$ cat src/rtl/hs_ready_slice_pkg.sv
// hs_ready_slice_pkg: handshake constants and the skid-stage state encoding shared by the hs blocks.
package hs_ready_slice_pkg;

    localparam logic HS_READY_IN_RESET = 1'b0;
    localparam logic HS_VALID_IN_RESET = 1'b0;

    typedef enum logic [1:0] {
        EMPTY = 2'd0,
        BUSY  = 2'd1,
        FULL  = 2'd2
    } state_t;

    function automatic logic [1:0] occ_of(state_t s);
        return s == FULL ? 2'd2 : s == BUSY ? 2'd1 : 2'd0;
    endfunction

endpackage

$ cat src/rtl/hs_ready_slice.sv
// hs_ready_slice: two-entry skid stage with every output driven straight from a flop.
module hs_ready_slice
    import hs_ready_slice_pkg::*;
#(
    parameter int DATA_WIDTH = 64
) (
    input  logic                  clk,
    input  logic                  rst,
    output logic                  rx_hs_ready,
    input  logic                  rx_hs_valid,
    input  logic [DATA_WIDTH-1:0] rx_hs_data,
    input  logic                  tx_hs_ready,
    output logic                  tx_hs_valid,
    output logic [DATA_WIDTH-1:0] tx_hs_data,
    output logic [1:0]            occupancy
);

    state_t                state, nxt;
    logic [DATA_WIDTH-1:0] main, skid;
    logic                  rx_x, tx_x;

    assign tx_hs_data = main;
    assign rx_x       = rx_hs_ready && rx_hs_valid;
    assign tx_x       = tx_hs_valid && tx_hs_ready;

    always_comb begin
        nxt = state == EMPTY ? (rx_x ? BUSY : EMPTY)
            : state == BUSY  ? (rx_x && !tx_x ? FULL : !rx_x && tx_x ? EMPTY : BUSY)
            : (tx_hs_ready ? BUSY : FULL);
    end

    // ready is 0 through reset and only rises on the first edge after release
    always_ff @(posedge clk or negedge rst) begin
        if (!rst) begin
            state       <= EMPTY;
            rx_hs_ready <= HS_READY_IN_RESET;
            tx_hs_valid <= HS_VALID_IN_RESET;
            occupancy   <= 2'd0;
            main        <= '0;
            skid        <= '0;
        end else begin
            state       <= nxt;
            rx_hs_ready <= nxt != FULL;
            tx_hs_valid <= nxt != EMPTY;
            occupancy   <= occ_of(nxt);
            if (rx_x && (state == EMPTY || (state == BUSY && tx_x)))
                main <= rx_hs_data;
            else if (state == FULL && tx_hs_ready)
                main <= skid;
            if (rx_x && state == BUSY && !tx_x)
                skid <= rx_hs_data;
        end
    end

endmodule

$ cat config.mk
export PLATFORM = sky130hd
export DESIGN_NAME = hs_ready_slice
export DESIGN_NICKNAME = d
export VERILOG_FILES = /design/src/rtl/hs_ready_slice_pkg.sv /design/src/rtl/hs_ready_slice.sv
export SDC_FILE = /design/constraint.sdc
export NUM_CORES = 1
export LEC_CHECK = 0
export CORE_ASPECT_RATIO = 1.4
export CORE_MARGIN = 1.5
export CORE_UTILIZATION = 54
export CTS_CLUSTER_SIZE = 14
export DETAILED_ROUTE_END_ITERATION = 8
export PLACE_DENSITY = 0.85
export SLEW_MARGIN = 20
export SYNTH_ARGS = -nofsm -noshare
export SYNTH_HDL_FRONTEND = slang
export SYNTH_SLANG_ARGS = --single-unit
$ cat constraint.sdc
create_clock -name clk -period 2.34 [get_ports clk]
set_input_delay 0.585 -clock clk [delete_from_list [all_inputs] [get_ports clk]]
set_output_delay 0.585 -clock clk [all_outputs]
set_load 0.05 [all_outputs]
==> results.json, run 1 <==
{
  "cts_made_buffers": 17,
  "met2_usage": 0.3938,
  "ios": 136,
  "die_y_um": 126.2,
  "synthAdderAreaFrac": 0.002137,
  "power.share.switching": 0.3821,
  "ys_top_cells_by_count": "mux2_2 (192), dfrtp_1 (134), buf_6 (9)",
  "synth_top_cell_area_share": 0.5726,
  "gr-usage-all-layers": 0.2225,
  "yosysWarnings": 0,
  "synthSimpleGateAreaFrac": 0.01239,
  "synth-compound-area-share": 0.005769,
  "path_cells": "clkdlybuf4s50_1",
  "synth_top_area_cell": "dfrtp_1",
  "setup_total_negative_slack_ps": 0,
  "design.core.area_um2": 10460,
  "grt_pass1_wl_um": 19460,
  "cts_hold_buf": 0,
  "wirelength_um": 11970,
  "p_sw_mw": 5.094,
  "post-route-period-util": 0.9341,
  "synth_fp_nets": 438,
  "routedWlPerCell_um": 17.92,
  "power_density_nw_per_um2": 1665,
  "seqPwrFrac": 0.311,
  "crit_path_start": "tx_hs_data[3]",
  "r2r_slack_ps": 610,
  "cpPeakStageDelay_ps": 820,
  "p_leak_nw": 3.367,
  "drive_gt1_frac": 0.4604,
  "path_delay_family": "buffers and inverters",
  "vias": 3565,
  "fp.dieArea_um2": 11490,
  "fin_worst_skew_ps": 11.21,
  "ant_nets": 0,
  "synth-xor-area-share": 0,
  "r2r_cells": 5,
  "drcViolationCount": 0,
  "top_usage_layer": "met2",
  "drt_first_iter_violations": 123,
  "setup_slack_ps": 154.3,
  "syn-cell-area_um2": 5856,
  "fmax_ghz": 0.4575,
  "yosysMostFrequentCell": "mux2_2",
  "path_max_fanout": 2,
  "hpwl_um": 8162,
  "maxSlewViolCount": 0,
  "pre_cts_slack_ps": 7.008,
  "stdcell_count": 668,
  "htreeDepth": 4,
  "period_needed_ps": 2186,
  "total_power_mw": 13.33,
  "seq_area_frac_synth": 0.5726,
  "setup_violations": 0,
  "diodes": 0,
  "maxCapViolCount": 0,
  "status": "completed",
  "netlist_top_cells_area": "dfrtp_1 (57%), mux2_2 (37%), buf_6 (1.7%), clkbuf_8 (1.2%), buf_2 (0.43%)",
  "crit_required_ps": 1750,
  "start_kind": "register",
  "fp.dieW_um": 91.01,
  "syn_to_final_growth_pct": 36.77,
  "grt_max_degree": 42,
  "rows": 44,
  "ys_ff_latch": 134,
  "path_class": "reg -> out",
  "tightestPinTransition_ps": 576.2,
  "synthCells": 369,
  "post_cts_buffers": 0,
  "internal_power_mw": 8.238,
  "routed_via_density": 5.337,
  "port_buffers": 135,
  "antenna_found_initial": 0,
  "r2r-start": "state[0]",
  "grt-ovfl-total": 0,
  "dp.cells": 636,
  "worst-path-buf-inv": 1,
  "cts-resized-gates": 0,
  "synth-main-ff-cell": "dfrtp_1",
  "rsz0062_at_grt": "no",
  "end_kind": "output pin",
  "cts-root-buf": "clkbuf_16",
  "clock_latency_ps": 410,
  "gr-usage-met1": 0.2446,
  "met3_usage": 0.07065,
  "pwr-share-clk": 0.192,
  "ir_drop_mv": 0.9084,
  "synth_cell_types": 18,
  "place_congestion": 0.7715,
  "cts_tree": "yes",
  "rr_endpoint": "skid[13]",
  "dr.pass1.iters": 4,
  "comb_power_share": 0.496,
  "async_flop_share": 1.000,
  "critPathArrivalTime_ps": 1600,
  "synth_top_family_by_area": "multiplexers",
  "path_clk_slew_ps": 60,
  "cts_sinks": 134,
  "grt_pass1_vias": 4042,
  "clk_path_buf_depth": 2,
  "initial_core_util": 0.5598,
  "crit_path_top_delay_cell": "clkdlybuf4s50_1",
  "hold_class": "in -> async",
  "synth.avg_cell_area_um2": 15.87,
  "finalHoldViolCount": 0,
  "synth_edf_count": 0,
  "fin_nets": 586,
  "synth_mux_area_frac": 0.3692,
  "slew-limit-headroom": 0.6159
}
-- kinds of logic after synthesis --
logic type	after synthesis
fa+ha+maj	1
buf+inv	24
compound gates	6
flops	134
mux	192
simple gates	12
-- area by class of cell --
cell class	instances	area, µm²
Clock buffer	19	452.9
Clock inverter	13	131.4
Fill cell	664	2451
Inverter	3	11.26
Multi-Input combinational cell	211	2288
Sequential cell	134	3353
Tap cell	138	172.7
Timing Repair Buffer	150	1599
-- routing by layer --
| layer | wire length, µm | vias to the layer above | share of wire |
|---|---|---|---|
| met4 | 256 | 0 | 0.021 |
| li1 | - | 1619 | - |
| met3 | 565 | 21 | 0.047 |
| met1 | 4600 | 1834 | 0.38 |
| met5 | 0 | - | 0 |
| met2 | 6549 | 91 | 0.55 |
-- registers in the layout (all words and copies together), names as in the netlist --
signal,cells
occupancy,2
state,2
tx_hs_valid,1
skid,64
rx_hs_ready,1
tx_hs_data,64
-- how the worst max path moves through the flow --
stage                          endpoint  cells after the start
after floorplan                skid[10]                      5
after global placement         skid[14]                      6
after detailed placement       skid[15]                      6
after CTS                 tx_hs_data[5]                      1
after global routing      tx_hs_data[5]                      1
final                     tx_hs_data[3]                      1
-- power by group through the flow --
stage          Clock (mW)  Sequential (mW)  Combinational [mW]
5_1_grt              2.71             4.30                6.94
6_report             2.57             4.15                6.62
3_3_place_gp            0             4.09                6.46
2_1_floorplan           0             6.14                2.61
3_5_place_dp            0             4.18                6.63
4_1_cts              2.62             4.16                6.69
-- cells in the final DEF, fill, tap and decap left out, drive strengths merged, types with 2 or more instances in the layout --
cell type / count
nand2: 4
clkinv: 6
or2: 2
bufinv: 2
buf: 16
clkinvlp: 5
inv: 3
dfrtp: 134
a21oi: 4
nand3b: 2
clkbuf: 19
clkdlybuf4s50: 134
mux2: 192
-- per-stage QoR --
| stage | util | cell area (µm²) | hold slack, ps |
|---|---|---|---|
| after floorplan | - | 5856 | 289.4 |
| after global placement | 0.7098 | 7425 | 484.9 |
| after detailed placement | 0.7098 | 7425 | 491.7 |
| after CTS | 0.7657 | 8009 | 174.6 |
| after global routing | 0.7657 | 8009 | 200.9 |
| final | 0.7657 | 8009 | 156.1 |
(Power assumes the default switching activity.)
==> inputs of run 2 (changes only) <==
--- a/config.mk
+++ b/config.mk
@@ -6,7 +6,6 @@
 export NUM_CORES = 1
 export LEC_CHECK = 0
 export CORE_ASPECT_RATIO = 1.4
-export CORE_MARGIN = 1.5
 export CORE_UTILIZATION = 54
 export CTS_CLUSTER_SIZE = 14
 export DETAILED_ROUTE_END_ITERATION = 8
==> results.json, run 2 (synthesis results as in run 1) <==
{
  "maxSlewViolCount": 0,
  "dr.pass1.iters": 4,
  "p_leak_nw": 3.369,
  "setup_total_negative_slack_ps": 0,
  "fmax_ghz": 0.4581,
  "diodes": 0,
  "clk_path_buf_depth": 2,
  "utilization": 0.7641,
  "crit_path_top_delay_cell": "clkdlybuf4s50_1",
  "ir_drop_mv": 0.9229,
  "fp.dieW_um": 90.01,
  "end_kind": "output pin",
  "antenna_found_initial": 0,
  "period_needed_ps": 2183,
  "hold_class": "in -> async",
  "path_class": "reg -> out",
  "drive_gt1_frac": 0.4528,
  "pwr-share-clk": 0.198,
  "clock_latency_ps": 410,
  "syn_to_final_growth_pct": 36.50,
  "setup_slack_ps": 157.0,
  "grt-ovfl-total": 0,
  "path_max_fanout": 2,
  "pre_cts_slack_ps": 12.82,
  "seqPwrFrac": 0.311,
  "power_density_nw_per_um2": 1668,
  "start_kind": "register",
  "wirelength_um": 11680,
  "place_congestion": 0.7987,
  "hpwl_um": 8088,
  "worst-path-buf-inv": 1,
  "ios": 136,
  "path_cells": "clkdlybuf4s50_1",
  "r2r-start": "state[0]",
  "num-fill-cells": 639,
  "comb_power_share": 0.491,
  "grt_pass1_wl_um": 19430,
  "design.core.area_um2": 10460,
  "stdcell_count": 668,
  "post-route-period-util": 0.9329,
  "cts_sinks": 134,
  "fin_worst_skew_ps": 8.633,
  "post_cts_buffers": 0,
  "vias": 3518,
  "internal_power_mw": 8.306,
  "htreeDepth": 4,
  "ant_nets": 0,
  "grt_pass1_vias": 3970,
  "status": "completed",
  "cts_hold_buf": 0,
  "slew-limit-headroom": 0.6255,
  "holdWs_ps": 126.9,
  "final_common_cell": "mux2_2",
  "finalHoldViolCount": 0,
  "power.share.switching": 0.3768,
  "dp.cells": 636,
  "port_buffers": 135,
  "fp.dieArea_um2": 11270,
  "drcViolationCount": 0,
  "cts_tree": "yes",
  "cts-root-buf": "clkbuf_16",
  "setup_violations": 0,
  "crit_required_ps": 1750,
  "final-seq-area_um2": 3353,
  "drt_first_iter_violations": 134,
  "critPathArrivalTime_ps": 1600,
  "tightestPinTransition_ps": 559.9,
  "multi_input_area_um2": 2288,
  "p_sw_mw": 5.023,
  "die_y_um": 125.2,
  "rsz0062_at_grt": "no",
  "path_clk_slew_ps": 50,
  "layout_common_cells": "mux2_2 (192), clkdlybuf4s50_1 (134), dfrtp_1 (134), clkbuf_16 (17), buf_12 (9)",
  "r2r_cells": 5,
  "routedWlPerCell_um": 17.49,
  "cts-resized-gates": 0,
  "cts_made_buffers": 17,
  "path_delay_family": "buffers and inverters",
  "initial_core_util": 0.5598,
  "grt_max_degree": 39,
  "fin_nets": 586,
  "r2r_slack_ps": 590,
  "routed_via_density": 5.266,
  "cpPeakStageDelay_ps": 840,
  "maxCapViolCount": 0,
  "gr-usage-all-layers": 0.2244,
  "rows": 44,
  "rr_endpoint": "skid[28]"
}
==> run 2: cell count changes in the layout (fill, tap and decap cells not counted) <==
cell	change
clkinv_4	-1
bufinv_16	+1
buf_4	+2
clkinvlp_4	-3
buf_12	-2
clkinv_2	-1
clkbuf_1	+4
==> run 2: power by group through the flow <==
stage               Clock [mW]  Combinational (mW)  Sequential [mW]
CTS                       2.70                6.62             4.15
detailed placement           0                6.58             4.18
global route              2.80                6.87             4.31
floorplan                    0                2.61             6.14
global placement             0                6.41             4.09
finish                    2.63                6.55             4.15
==> run 2: final cells by class <==
cell class / count / area share
inverters: 3 / 0.001409
multi-input cells: 211 / 0.2863
flip-flops and latches: 134 / 0.4195
repair buffers: 150 / 0.1969
clock inverters: 9 / 0.01565
well taps: 138 / 0.02160
clock buffers: 23 / 0.05855
==> run 2: stage by stage <==
step,total power [mW],area [µm²]
floorplan,8.749,5856
global placement,10.49,7400
detailed placement,10.75,7400
CTS,13.47,7993
global route,13.97,7993
finish,13.33,7993
==> run 2: how the worst max path moves through the flow <==
stage / startpoint / endpoint / slack [ps] / depth (start not counted)
global placement: tx_hs_ready / tx_hs_data[26] / 60 / 5
global route: tx_hs_data[6] / tx_hs_data[6] / 110 / 1
floorplan: rx_hs_ready / skid[10] / 490 / 5
CTS: tx_hs_data[6] / tx_hs_data[6] / 130 / 1
detailed placement: tx_hs_ready / tx_hs_data[30] / 10 / 5
finish: tx_hs_data[47] / tx_hs_data[47] / 160 / 1
==> run 2: per-layer routing <==
metal  vias up  global-route usage  part of all wire
met3        17             0.07543             0.048
li1       1612                   -                 -
met1      1801              0.2387              0.38
met5         -                   0                 0
met4         0             0.08349             0.022
met2        88              0.4086              0.55
==> inputs of run 3 (changes only) <==
--- a/config.mk
+++ b/config.mk
@@ -9,7 +9,7 @@
 export CORE_UTILIZATION = 54
 export CTS_CLUSTER_SIZE = 14
 export DETAILED_ROUTE_END_ITERATION = 8
-export PLACE_DENSITY = 0.85
+export PLACE_DENSITY_LB_ADDON = 0.08
 export SLEW_MARGIN = 20
 export SYNTH_ARGS = -nofsm -noshare
 export SYNTH_HDL_FRONTEND = slang
==> constraint.sdc (replaced) <==
create_clock -name clk -period 2.8 [get_ports clk]
set_input_delay 0.7 -clock clk [delete_from_list [all_inputs] [get_ports clk]]
set_output_delay 0.7 -clock clk [all_outputs]
set_load 0.05 [all_outputs]
==> results.json, run 3 (synthesis results as in run 1) <==
{
  "status": "completed",
  "hold_class": "in -> async",
  "diodes": 0,
  "ant_nets": 0,
  "fp.dieArea_um2": 11270,
  "routedWlPerCell_um": 16.86,
  "r2r-start": "state[0]",
  "p_leak_nw": 3.320,
  "cts-root-buf": "clkbuf_16",
  "drive_gt1_frac": 0.4552,
  "design.core.area_um2": 10460,
  "place_congestion": 0.6998,
  "gr-usage-all-layers": 0.2154,
  "tightestPinTransition_ps": 538.2,
  "cpPeakStageDelay_ps": 840,
  "path_delay_family": "buffers and inverters",
  "path_cells": "clkdlybuf4s50_1",
  "grt_pass1_wl_um": 18940,
  "multi_input_area_um2": 2288,
  "pre_cts_slack_ps": 253.1,
  "vias": 3505,
  "crit_path_top_delay_cell": "clkdlybuf4s50_1",
  "fmax_ghz": 0.4337,
  "hpwl_um": 7431,
  "critPathArrivalTime_ps": 1610,
  "fp.dieW_um": 90.01,
  "clk_path_buf_depth": 2,
  "final_common_cell": "mux2_2",
  "slew-limit-headroom": 0.6401,
  "grt-ovfl-total": 0,
  "cts_made_buffers": 17,
  "cts_tree": "yes",
  "drcViolationCount": 0,
  "path_clk_slew_ps": 60,
  "ir_drop_mv": 1.038,
  "layout_common_cells": "mux2_2 (192), clkdlybuf4s50_1 (134), dfrtp_1 (134), clkbuf_16 (17), buf_12 (7)",
  "rows": 44,
  "fin_worst_skew_ps": 5.586,
  "crit_path_start": "tx_hs_data[42]",
  "worst-path-buf-inv": 1,
  "htreeDepth": 4,
  "post_cts_buffers": 0,
  "post-route-period-util": 0.8235,
  "wirelength_um": 11180,
  "clock_latency_ps": 410,
  "syn_to_final_growth_pct": 35.21,
  "ios": 136,
  "cts_sinks": 134,
  "maxCapViolCount": 0,
  "initial_core_util": 0.5598,
  "antenna_found_initial": 0,
  "final-seq-area_um2": 3353,
  "num-fill-cells": 689,
  "port_buffers": 135,
  "path_max_fanout": 2,
  "cts_hold_buf": 0,
  "crit_required_ps": 2100,
  "grt_pass1_vias": 3897,
  "setup_total_negative_slack_ps": 0,
  "power_density_nw_per_um2": 1384,
  "setup_slack_ps": 494.1,
  "maxSlewViolCount": 0,
  "start_kind": "register",
  "path_class": "reg -> out",
  "routed_via_density": 5.287,
  "cts-resized-gates": 0,
  "die_y_um": 125.2,
  "drt_first_iter_violations": 110,
  "grt_max_degree": 64,
  "setup_violations": 0,
  "fin_nets": 581,
  "dr.pass1.iters": 4,
  "finalHoldViolCount": 0,
  "rsz0062_at_grt": "no",
  "period_needed_ps": 2306,
  "end_kind": "output pin"
}
==> run 3: cell types whose count changed in the layout (fill, tap and decap cells not counted) <==
cell and delta:
clkinv_4 +2, buf_12 -2, clkbuf_1 -4, clkinvlp_4 +3, clkbuf_8 +2, buf_4 -3
clkinv_2 -1, bufinv_16 -2
==> run 3: path summary, 6_finish.rpt <==
check,slack (ps),end,cells past startpoint
max,490,tx_hs_data[42],1
min,150,skid[14],1
max reg2reg,950,skid[10],5
min reg2reg,500,skid[59],1
max in group asynchronous,2060,tx_hs_data[45],2
min in group clk,500,skid[59],1
==> run 3: report_power, final <==
group | internal (mW) | switching (mW) | total (mW)
Sequential | 2.95 | 0.503 | 3.45
Combinational | 2.51 | 2.88 | 5.39
Clock | 1.31 | 0.808 | 2.12
==> run 3: routing by layer <==
metal	track usage	routed length (µm)	up-vias
met5	0	0	-
met4	0.07590	142	0
met2	0.3619	5768	97
met3	0.07178	570	11
met1	0.2592	4697	1784
li1	-	-	1613
==> run 3: through the flow <==
stage	total power, mW	util	hold WS (ps)	instances	area [µm²]
4_1_cts	11.07	0.7569	137.7	663	7918
6_report	10.96	0.7569	146.2	663	7918
3_3_place_gp	8.723	0.7014	485.4	631	7337
3_5_place_dp	8.904	0.7014	492.4	631	7337
5_1_grt	11.51	0.7569	138.9	663	7918
2_1_floorplan	7.311	-	404.4	369	5856
==> run 3: cell type report <==
| cell class | instances | area share |
|---|---|---|
| sequential | 134 | 0.4235 |
| multi-input combinational | 211 | 0.2890 |
| timing repair buffer | 145 | 0.1909 |
| clock buffer | 21 | 0.06068 |
| tap | 138 | 0.02181 |
| clock inverter | 11 | 0.01264 |
| inverter | 3 | 0.001422 |
